--- config.mk ---
export PLATFORM = sky130hd
export DESIGN_NAME = sram_mem_controller_flat
export DESIGN_NICKNAME = d
export VERILOG_FILES = /design/src/rtl/sram_mem_controller_if.sv /design/src/rtl/sram_mem_controller.sv /design/src/flat_wrapper.sv
export SDC_FILE = /design/constraint.sdc
export NUM_CORES = 1
export LEC_CHECK = 0
export ABC_AREA = 0
export BUFFER_PORTS_ARGS = -buffer_cell sky130_fd_sc_hd__buf_2
export CORE_ASPECT_RATIO = 1.1
export CORE_MARGIN = 2
export CORE_UTILIZATION = 30
export CTS_CLUSTER_SIZE = 40
export DETAILED_ROUTE_END_ITERATION = 8
export GPL_ROUTABILITY_DRIVEN = 0
export MAX_ROUTING_LAYER = met4
export PLACE_DENSITY = 0.55
export SYNTH_ARGS = -nofsm -noshare
export SYNTH_HDL_FRONTEND = slang
export SYNTH_SLANG_ARGS = --single-unit
--- constraint.sdc ---
create_clock -name clk -period 2.45 [get_ports clk]
set_clock_uncertainty 0.2 [all_clocks]
set_input_delay 0.3675 -clock clk [delete_from_list [all_inputs] [get_ports clk]]
set_output_delay 0.3675 -clock clk [all_outputs]
set_load 0.05 [all_outputs]
--- src/rtl/sram_mem_controller_if.sv ---
// Bus bundle between the MEM stage and the SRAM controller, plus the
// SRAM pin-side signals. The controller uses the slave view.
interface sram_mem_controller_if #(
    parameter int SRAM_AW = 18
);
    logic               rd_en;
    logic               wr_en;
    logic [31:0]        address;
    logic [31:0]        wdata;
    logic [31:0]        rdata;
    logic               ready;
    logic [SRAM_AW-1:0] sram_addr;
    logic [15:0]        sram_dq_out;
    logic [15:0]        sram_dq_in;
    logic               sram_dq_oe;
    logic               sram_we_n;
    logic               sram_oe_n;

    modport slave (
        input  rd_en, wr_en, address, wdata, sram_dq_in,
        output rdata, ready, sram_addr, sram_dq_out, sram_dq_oe, sram_we_n, sram_oe_n
    );

    modport master (
        output rd_en, wr_en, address, wdata, sram_dq_in,
        input  rdata, ready, sram_addr, sram_dq_out, sram_dq_oe, sram_we_n, sram_oe_n
    );
endinterface

--- src/rtl/sram_mem_controller.sv ---
// Word-to-half-word SRAM controller. A 32-bit MEM-stage access becomes a
// LO then HI half-word access, each WAIT_CYCLES clocks long. ready stays
// low from the request cycle until the single DONE cycle.
module sram_mem_controller #(
    parameter int WAIT_CYCLES = 3,
    parameter int BASE_ADDR   = 1024,
    parameter int SRAM_AW     = 18
) (
    input  logic                  clk,
    input  logic                  rst,
    sram_mem_controller_if.slave  bus
);
    typedef enum logic [1:0] {IDLE, LO, HI, DONE} state_t;

    localparam logic [3:0] LAST = 4'(WAIT_CYCLES - 1);

    state_t      state, next_state;
    logic [3:0]  counter;
    logic        is_wr;
    logic        op;
    logic        last;
    logic [31:0] offset;
    logic        unused_offset;

    assign op     = bus.rd_en | bus.wr_en;
    assign last   = (counter == LAST);
    // Modular subtraction: addresses below BASE_ADDR wrap to the top of SRAM.
    assign offset = bus.address - 32'(BASE_ADDR);
    assign unused_offset = ^{offset[31:SRAM_AW+1], offset[1:0]};

    // State register.
    always_ff @(posedge clk or posedge rst) begin
        if (rst) state <= IDLE;
        else     state <= next_state;
    end

    // Next-state logic: each phase lasts WAIT_CYCLES cycles, DONE always
    // drops back to IDLE so back-to-back requests see one IDLE cycle.
    always_comb begin
        next_state = state;
        case (state)
            IDLE:    if (op)   next_state = LO;
            LO:      if (last) next_state = HI;
            HI:      if (last) next_state = DONE;
            default:           next_state = IDLE;
        endcase
    end

    // Datapath: phase counter, latched op type, SRAM address/data and read
    // capture. Address and write data change only at phase boundaries so
    // they are stable around the we_n rising edge.
    always_ff @(posedge clk or posedge rst) begin
        if (rst) begin
            counter         <= '0;
            is_wr           <= 1'b0;
            bus.rdata       <= '0;
            bus.sram_addr   <= '0;
            bus.sram_dq_out <= '0;
        end else begin
            case (state)
                IDLE: begin
                    counter <= '0;
                    if (op) begin
                        is_wr         <= bus.wr_en;   // write wins over read
                        bus.sram_addr <= {offset[SRAM_AW:2], 1'b0};
                        if (bus.wr_en) bus.sram_dq_out <= bus.wdata[15:0];
                    end
                end
                LO: begin
                    if (last) begin
                        counter          <= '0;
                        bus.sram_addr[0] <= 1'b1;
                        if (is_wr) bus.sram_dq_out   <= bus.wdata[31:16];
                        else       bus.rdata[15:0]   <= bus.sram_dq_in;
                    end else begin
                        counter <= counter + 4'd1;
                    end
                end
                HI: begin
                    if (last) begin
                        counter <= '0;
                        if (!is_wr) bus.rdata[31:16] <= bus.sram_dq_in;
                    end else begin
                        counter <= counter + 4'd1;
                    end
                end
                default: counter <= '0;
            endcase
        end
    end

    // Outputs: strobes per phase; we_n rises on the last cycle of a write
    // phase to give address/data hold time.
    always_comb begin
        bus.ready      = 1'b0;
        bus.sram_dq_oe = 1'b0;
        bus.sram_we_n  = 1'b1;
        bus.sram_oe_n  = 1'b1;
        case (state)
            IDLE: bus.ready = !op;
            LO, HI: begin
                if (is_wr) begin
                    bus.sram_dq_oe = 1'b1;
                    bus.sram_we_n  = last;
                end else begin
                    bus.sram_oe_n  = 1'b0;
                end
            end
            default: bus.ready = 1'b1;
        endcase
    end
endmodule

--- src/flat_wrapper.sv ---
// flat-port wrapper written by rule: the top's interface ports become plain ports
module sram_mem_controller_flat 
#(
    parameter int WAIT_CYCLES = 3,
    parameter int BASE_ADDR   = 1024,
    parameter int SRAM_AW     = 18
)
  (clk, rst, bus_rd_en, bus_wr_en, bus_address, bus_wdata, bus_sram_dq_in, bus_rdata, bus_ready, bus_sram_addr, bus_sram_dq_out, bus_sram_dq_oe, bus_sram_we_n, bus_sram_oe_n);
  sram_mem_controller_if #(.SRAM_AW(SRAM_AW)) bus_i ();
  input  logic clk;
  input  logic rst;
  input wire logic [$bits(bus_i.rd_en)-1:0] bus_rd_en;
  input wire logic [$bits(bus_i.wr_en)-1:0] bus_wr_en;
  input wire logic [$bits(bus_i.address)-1:0] bus_address;
  input wire logic [$bits(bus_i.wdata)-1:0] bus_wdata;
  input wire logic [$bits(bus_i.sram_dq_in)-1:0] bus_sram_dq_in;
  output wire logic [$bits(bus_i.rdata)-1:0] bus_rdata;
  output wire logic [$bits(bus_i.ready)-1:0] bus_ready;
  output wire logic [$bits(bus_i.sram_addr)-1:0] bus_sram_addr;
  output wire logic [$bits(bus_i.sram_dq_out)-1:0] bus_sram_dq_out;
  output wire logic [$bits(bus_i.sram_dq_oe)-1:0] bus_sram_dq_oe;
  output wire logic [$bits(bus_i.sram_we_n)-1:0] bus_sram_we_n;
  output wire logic [$bits(bus_i.sram_oe_n)-1:0] bus_sram_oe_n;
  assign bus_i.rd_en = bus_rd_en;
  assign bus_i.wr_en = bus_wr_en;
  assign bus_i.address = bus_address;
  assign bus_i.wdata = bus_wdata;
  assign bus_i.sram_dq_in = bus_sram_dq_in;
  assign bus_rdata = bus_i.rdata;
  assign bus_ready = bus_i.ready;
  assign bus_sram_addr = bus_i.sram_addr;
  assign bus_sram_dq_out = bus_i.sram_dq_out;
  assign bus_sram_dq_oe = bus_i.sram_dq_oe;
  assign bus_sram_we_n = bus_i.sram_we_n;
  assign bus_sram_oe_n = bus_i.sram_oe_n;
  sram_mem_controller #(.WAIT_CYCLES(WAIT_CYCLES), .BASE_ADDR(BASE_ADDR), .SRAM_AW(SRAM_AW)) u_core (.clk(clk), .rst(rst), .bus(bus_i));
endmodule
==> results of run 1 <==
-- sequential cells by signal, indices dropped and copies added, names as in the netlist --
name and flops:
u_core.is_wr 1, u_core.counter 4, u_core.bus.sram_addr 18, u_core.state 2, u_core.bus.sram_dq_out 16, u_core.bus.rdata 32
-- through the flow --
stage	hold WS [ps]	area (um^2)	setup slack, ps	std cells	util (%)
final	31.05	4552	146.2	570	42.11
after global routing	33.80	4552	7.657	570	42.11
after CTS	19.21	4547	29.09	570	42.06
after detailed placement	261.9	4174	321.6	554	38.61
after global placement	256.8	4174	330.4	554	38.61
after floorplan	250.4	3303	29.23	274	-
-- cells in the mapped netlist, drive strengths merged, types with 2 or more instances --
cell      n  area, um^2
o31ai     3       22.52
o2bb2ai  15       131.4
and2      2       12.51
ha        8       100.1
xnor2     3       26.28
o21ai     7       35.03
nor2      9       33.78
inv       8       30.03
or2       2       12.51
o21bai    2       15.01
nand2    48       182.7
nand3     2       10.01
or3b      2       20.02
nor4b     2       17.52
or4       2       18.77
mux2     34       420.4
or3       3       18.77
a2bb2oi  15       131.4
nand2b    3       18.77
nor3b     2       26.28
a31oi     5       31.28
dfrtp    73        1827
a32o      2       20.02
clkbuf    6       22.52
buf       7       41.29
-- layer usage --
metal	share of wire, %	track usage, %	vias up
met2	51	23.46	75
met3	5.4	2.789	12
met4	2.0	6.577	0
met5	0	-	-
met1	42	15.30	1217
li1	-	-	1266
-- cell families after synthesis --
group	after synthesis	synth area share, %
AO/OA/AOI/OAI	54	12.95
XOR/XNOR	4	1.061
adder cells (fa/ha/maj)	8	3.030
buffers and inverters	21	2.841
flip-flops	73	55.30
multiplexers	35	13.03
AND/OR/NAND/NOR	79	11.78
-- cell type report --
class / count / area [um^2]
flip-flops and latches: 73 / 1827
clock inverters: 5 / 128.9
well taps: 147 / 183.9
fillers: 1091 / 6259
multi-input cells: 180 / 1390
repair buffers: 147 / 763.2
clock buffers: 10 / 229.0
inverters: 8 / 30.03
-- tightest hold or removal path: stages --
cell and delay [ps]:
buf_2 80, nand2_1 40, nand2_1 40
-- worst max-delay path by stage --
| stage | startpoint | endpoint | slack [ps] | cells after the start |
|---|---|---|---|---|
| 4_1_cts | u_core.state[0] | bus_ready | 30 | 5 |
| 3_3_place_gp | u_core.state[0] | bus_ready | 330 | 5 |
| 5_1_grt | u_core.state[0] | bus_ready | 8 | 5 |
| 3_5_place_dp | u_core.state[0] | bus_ready | 320 | 5 |
| 6_report | u_core.state[0] | bus_ready | 150 | 5 |
| 2_1_floorplan | rst | u_core.bus.rdata[0] | 30 | 1 |
-- what timing repair did --
| action | in CTS | in global routing |
|---|---|---|
| gates resized for setup | 1 | 2 |
| hold buffers | 1 | 0 |
| endpoints found under the setup margin | 1 | 1 |
| hold endpoints to repair | 73 | 0 |
| pin swaps | 0 | 0 |
==> flow_summary.toml, run 1 <==
[drt]
dr_total_vias = 2570
drtIter0Drc = 68
drt-total-wl_um = 7723
ant_nets = 0
vias_per_cell = 4.509
drt_pass1_iterations = 4
route.detailed.drc = 0
avgRoutedWirePerCell_um = 13.55

[worst_hold_path]
holdPathEnd = "u_core.bus.sram_addr[4]"
hp-start = "bus_address[5]"
hold_depth = 3
hold_path_class = "primary input to flop"

[critical_path]
endpoint_kind = "primary output"
crit_path_max_incr_delay_ps = 410
crit_chain = "inv_1 -> ha_2 -> nor3b_2 -> or2_2 -> clkbuf_4"
crit_required_ps = 1880
r2r_cells = 5
rrSetupSlack_ps = 380
cp_slowest_cell = "dfrtp_1"
r2r_end = "u_core.bus.sram_dq_out[1]"
critPathLaunchType = "flop"
path_max_fanout = 7
arrival_ps = 1740
r2r-start = "u_core.state[0]"
crit_type = "flop to primary output"
cpLargestDelayFamily = "simple AND/OR/NAND/NOR gates"
crit_buf_inv = 2

[clock_network]
cts_buffers = 9
cts_max_level = 3
cts_tree = "done"
cts.sinks = 73
cts_setup_buffers = 0
ctsLongestPathBuffers = 2
clock-root-buffer = "clkbuf_16"
insertion_delay_ps = 330
clk_pin_slew_ps = 60

[timing]
hold_viol_final = 0
rsz0062_at_grt = "false"
slew_viol_final = 0
finalSetupViolations = 0
layout_min_cycle_time_ps = 2304
setup_tns_ps = 0
max_freq_mhz = 434.1
worst_slew_pin_slew_ps = 681.9
period_share_pct = 94.03
max_slew_margin_pct = 54.40

[global_route]
grt_pass1_vias = 2584
grt_util_all_layers_pct = 13.65
antenna_found_initial = 0
grt_max_degree = 39
overflow = 0
grt_pass1_wl_um = 12590

[floorplan]
rows = 40
pin_count = 154
core_area_um2 = 10810
die_area_um2 = 11870
die_h_um = 114.1
die_w_um = 104.0
start_util_pct = 30.56

[synthesis]
synth.avg_cell_area_um2 = 12.06
synth-edff-count = 0
async_flop_share_pct = 100.0
synth_cell_types = 41
synth_seq_cells = 73
synth.net_count = 366
ys.flop_type = "dfrtp_1"
yosysSeqAreaShare_pct = 55.30
synth_area_um2 = 3303
ys_warn_count = 0
netlist_instances = 274

[placement]
hpwl_um = 5738
port_buffers = 138

[finish]
antenna-diode-count = 0
fin_nets = 511
area_growth_pct = 37.80
drive_gt1_share_pct = 48.46
final_cell_mix = "137 x buf_2, 73 x dfrtp_1, 47 x nand2_1"
mostFrequentLayoutCell = "buf_2"

[outcome]
outcome = "finished clean"

[run]
drv_cap = 0
Power of run 1 is not shown: default switching activity piles up to over one toggle a cycle in this logic, so the estimate is an artifact.
==> inputs of run 2 (changes only) <==
Settings changed: BUFFER_PORTS_ARGS -buffer_cell sky130_fd_sc_hd__buf_2 to -buffer_cell sky130_fd_sc_hd__buf_4, CTS_BUF_LIST from default to sky130_fd_sc_hd__clkbuf_8.
==> flow_summary.toml, run 2 (synthesized netlist as in run 1, its figures left out) <==
[finish]
largest_register_ffs = 32
mostFrequentLayoutCell = "buf_4"
final_cell_mix = "147 x buf_4, 73 x dfrtp_1, 47 x nand2_1"
fill_cells = 1052
area_growth_pct = 46.78
fin_nets = 520
largest_register = "u_core.bus.rdata"
drive_gt1_share_pct = 47.81
multi_input_area_um2 = 1396
register_area_um2 = 1827
antenna-diode-count = 0
reg_top3 = "u_core.bus.rdata x32, u_core.bus.sram_addr x18, u_core.bus.sram_dq_out x16"

[drt]
drt_pass1_iterations = 4
drt-total-wl_um = 8197
route.detailed.drc = 0
vias_per_cell = 4.450
dr_total_vias = 2581
ant_nets = 0
drtIter0Drc = 52
avgRoutedWirePerCell_um = 14.13

[clock_network]
cts.sinks = 73
clock-root-buffer = "clkbuf_8"
cts_buffers = 9
cts_setup_buffers = 0
clk_pin_slew_ps = 80
cts_max_level = 3
ctsLongestPathBuffers = 2
insertion_delay_ps = 350
cts_tree = "done"

[pwr]
totalPowerFinal_w = 0.007978
p_sw_share_pct = 49.80
seq_power_share_pct = 26.9
power.internal_w = 0.004005
p_comb_share_pct = 60.0
leakage_nw = 2.327
p_per_area_nw_per_um2 = 1645
vdd_drop_max_mv = 0.6326
power_switching_w = 0.003973
clkPwrFrac_pct = 13.1

[critical_path]
arrival_ps = 1710
endpoint_kind = "primary output"
crit_type = "flop to primary output"
crit_chain = "inv_1 -> ha_2 -> nor3b_4 -> or2_2 -> buf_4"
rrSetupSlack_ps = 390
path_max_fanout = 7
cp_slowest_cell = "dfrtp_1"
crit_buf_inv = 2
crit_path_max_incr_delay_ps = 400
cpLargestDelayFamily = "simple AND/OR/NAND/NOR gates"
critPathLaunchType = "flop"
crit_required_ps = 1880

[timing]
max_slew_margin_pct = 53.10
finalSetupViolations = 0
period_share_pct = 93.11
slew_viol_final = 0
rsz0062_at_grt = "false"
hold_viol_final = 0
setup_tns_ps = 0
worst_slew_pin_slew_ps = 701.5
max_freq_mhz = 438.3
layout_min_cycle_time_ps = 2281

[global_route]
grt_pass1_wl_um = 12940
grt_use_met1_pct = 16.54
antenna_found_initial = 0
globalRouteMet3Util_pct = 4.269
grt_pass1_vias = 2555
top_usage_layer = "met2"
grt_util_all_layers_pct = 14.39
grt_use_met2_pct = 23.82
grt_max_degree = 34
overflow = 0

[placement]
hpwl_um = 6067
port_buffers = 138

[floorplan]
die_h_um = 114.1
pin_count = 154
die_w_um = 104.0
core_area_um2 = 10810
die_area_um2 = 11870
rows = 40
start_util_pct = 30.56

[worst_hold_path]
hold_path_class = "primary input to flop"

[outcome]
outcome = "finished clean"

[run]
drv_cap = 0
==> run 2: timing repair <==
action | CTS | global route
gates resized for setup | 1 | 2
hold buffers | 9 | 0
endpoints found under the setup margin | 1 | 1
endpoints found under the hold margin | 25 | 0
==> run 2: worst reg2reg max path: cells and delay by family, from the launching register on <==
kind / cells / cell delay (ps)
mux: 1 / 400
fa+ha+maj: 1 / 250
compound gates: 1 / 130
buf+inv: 1 / 110
flops: 1 / 420
simple gates: 1 / 420
==> run 2: power groups by stage <==
stage / clock network, W / logic (W) / registers (W)
CTS: 0.00109 / 0.00484 / 0.00216
floorplan: 0 / 0.00150 / 0.00403
global placement: 0 / 0.00478 / 0.00216
detailed placement: 0 / 0.00482 / 0.00217
global route: 0.00114 / 0.00505 / 0.00223
finish: 0.00105 / 0.00478 / 0.00215
==> run 2: path summary, 6_finish.rpt <==
| check | startpoint | cells past startpoint | endpoint |
|---|---|---|---|
| setup reg to reg | u_core.state[0] | 5 | u_core.bus.sram_dq_out[0] |
| min in group asynchronous | rst | 3 | u_core.bus.sram_addr[6] |
| hold / removal | bus_address[10] | 2 | u_core.bus.sram_addr[9] |
| setup / recovery | u_core.state[0] | 5 | bus_ready |
| max in group asynchronous | rst | 4 | u_core.bus.sram_dq_out[4] |
| hold reg to reg | u_core.bus.sram_addr[6] | 2 | u_core.bus.sram_addr[6] |
==> run 2: per-layer routing <==
layer  vias up  routed length [um]
met3         6                 504
met4         0                 121
met2        73                4127
met1      1224                3443
met5         -                   0
li1       1278                   -
==> run 2: stage by stage <==
step | std cells | util, % | setup slack, ps | instance area (um^2) | hold slack, ps
floorplan | 274 | - | 29.23 | 3303 | 250.4
global placement | 555 | 41.88 | 333.3 | 4527 | 183.6
detailed placement | 555 | 41.88 | 338.3 | 4527 | 187.1
CTS | 580 | 44.77 | 68.29 | 4840 | 29.69
global route | 580 | 44.85 | 27.36 | 4848 | 22.46
finish | 580 | 44.85 | 168.7 | 4848 | 32.67
==> run 2: layout make-up <==
cell class	count	share of cell area [%]
Tap cell	147	3.794
Sequential cell	73	37.68
Clock buffer	9	2.555
Inverter	8	0.6194
Timing Repair Buffer	156	24.62
Clock inverter	7	1.935
Multi-Input combinational cell	180	28.80
Note: power is estimated with default switching activity, not from simulation.
==> inputs of run 3 (changes only) <==
Settings changed: CELL_PAD_IN_SITES_DETAIL_PLACEMENT from default to 1, CELL_PAD_IN_SITES_GLOBAL_PLACEMENT from default to 1, PLACE_DENSITY 0.55 to 0.7.
==> flow_summary.toml, run 3 (synthesized netlist as in run 1, its figures left out) <==
[outcome]
outcome = "finished clean"

[timing]
worst_slew_pin_slew_ps = 672.7
max_freq_mhz = 432.9
period_share_pct = 94.28
hold_viol_final = 0
setup_tns_ps = 0
layout_min_cycle_time_ps = 2310
finalSetupViolations = 0
rsz0062_at_grt = "false"
slew_viol_final = 0
max_slew_margin_pct = 55.02
worst_slack_ps = 140.2

[global_route]
grt_pass1_vias = 2877
grt_max_degree = 74
overflow = 0
grt_pass1_wl_um = 14660
antenna_found_initial = 0
grt_util_all_layers_pct = 16.18

[finish]
largest_register_ffs = 32
area_growth_pct = 46.14
antenna-diode-count = 0
reg_top3 = "u_core.bus.rdata x32, u_core.bus.sram_addr x18, u_core.bus.sram_dq_out x16"
drive_gt1_share_pct = 47.80
mostFrequentLayoutCell = "buf_4"
largest_register = "u_core.bus.rdata"
fin_nets = 518
fill_cells = 1226
final_cell_mix = "144 x buf_4, 73 x dfrtp_1, 47 x nand2_1"

[clock_network]
cts_tree = "done"
cts.sinks = 73
ctsLongestPathBuffers = 2
cts_buffers = 9
insertion_delay_ps = 350
cts_max_level = 3
clk_pin_slew_ps = 80
clock-root-buffer = "clkbuf_8"

[critical_path]
endpoint_kind = "primary output"
crit_type = "flop to primary output"
path_max_fanout = 7
r2r_end = "u_core.bus.rdata[14]"
r2r-start = "u_core.counter[0]"
crit_cells = 5
critPathLaunchType = "flop"
cpLargestDelayFamily = "simple AND/OR/NAND/NOR gates"
startpoint = "u_core.state[0]"
arrival_ps = 1740
critPathCapture = "bus_ready"
crit_chain = "inv_1 -> ha_2 -> nor3b_2 -> or2_2 -> buf_4"
r2r_cells = 5
crit_buf_inv = 2
cp_slowest_cell = "dfrtp_1"
rrSetupSlack_ps = 380
crit_required_ps = 1880
crit_path_max_incr_delay_ps = 410

[worst_hold_path]
hold_path_class = "primary input to flop"

[floorplan]
rows = 40
core_area_um2 = 10810
die_area_um2 = 11870
die_h_um = 114.1
start_util_pct = 30.56
die_w_um = 104.0
pin_count = 154

[placement]
pre_cts_ws_ps = 304.5
hpwl_um = 6845
port_buffers = 138

[run]
drv_cap = 0

[drt]
drt-total-wl_um = 9120
drtIter0Drc = 70
dr_total_vias = 2693
vias_per_cell = 4.659
route.detailed.drc = 0
ant_nets = 0
drt_pass1_iterations = 4
avgRoutedWirePerCell_um = 15.78

[pwr]
leakage_nw = 2.305
p_per_area_nw_per_um2 = 1649
vdd_drop_max_mv = 0.7873
## run 3: area by class of cell
type	instances	area [um^2]	share of cell area [%]
Sequential cell	73	1827	37.84
Multi-Input combinational cell	180	1390	28.80
Timing Repair Buffer	154	1191	24.68
Tap cell	147	183.9	3.810
Clock buffer	10	137.6	2.851
Clock inverter	6	67.56	1.400
Inverter	8	30.03	0.6221
## run 3: power by group
part | leakage [nW] | internal, W | switching (W)
combinational | 1.33 | 0.00163 | 0.00319
clock | 0.0985 | 0.000499 | 0.000480
sequential | 0.876 | 0.00180 | 0.000364
total | 2.31 | 0.00393 | 0.00403
## run 3: what timing repair did
| item | in CTS | in global routing |
|---|---|---|
| buffers inserted | 0 | 0 |
| hold buffers | 9 | 0 |
| gates resized for setup | 1 | 1 |
| endpoints found under the hold margin | 81 | 0 |
| setup endpoints to repair | 1 | 1 |
## run 3: through the flow
stage                     total power, W  instances  util (%)  cell area, um^2  hold slack, ps
after CTS                       0.008072        578     44.63             4825           23.62
after detailed placement        0.007053        553     41.85             4524           270.8
after global routing            0.008404        578     44.65             4827           28.45
after global placement          0.006925        553     41.85             4524           264.3
after floorplan                 0.005524        274         -             3303           250.4
final                           0.007962        578     44.65             4827           44.47
## run 3: per-layer routing
layer	GRT usage [%]	vias up	share of wire, %
met2	27.19	88	51
met3	3.415	14	4.9
met5	-	-	0
li1	-	1274	-
met4	7.748	0	2.0
met1	18.61	1317	42
## run 3: how the worst min path moves through the flow
stage                            start                       to  cells past startpoint
5_1_grt             bus_sram_dq_in[12]     u_core.bus.rdata[28]                      2
3_5_place_dp   u_core.bus.sram_addr[5]  u_core.bus.sram_addr[5]                      2
3_3_place_gp   u_core.bus.sram_addr[5]  u_core.bus.sram_addr[5]                      2
6_report             bus_sram_dq_in[7]     u_core.bus.rdata[23]                      2
2_1_floorplan        u_core.counter[0]        u_core.counter[0]                      1
4_1_cts              bus_sram_dq_in[3]     u_core.bus.rdata[19]                      2
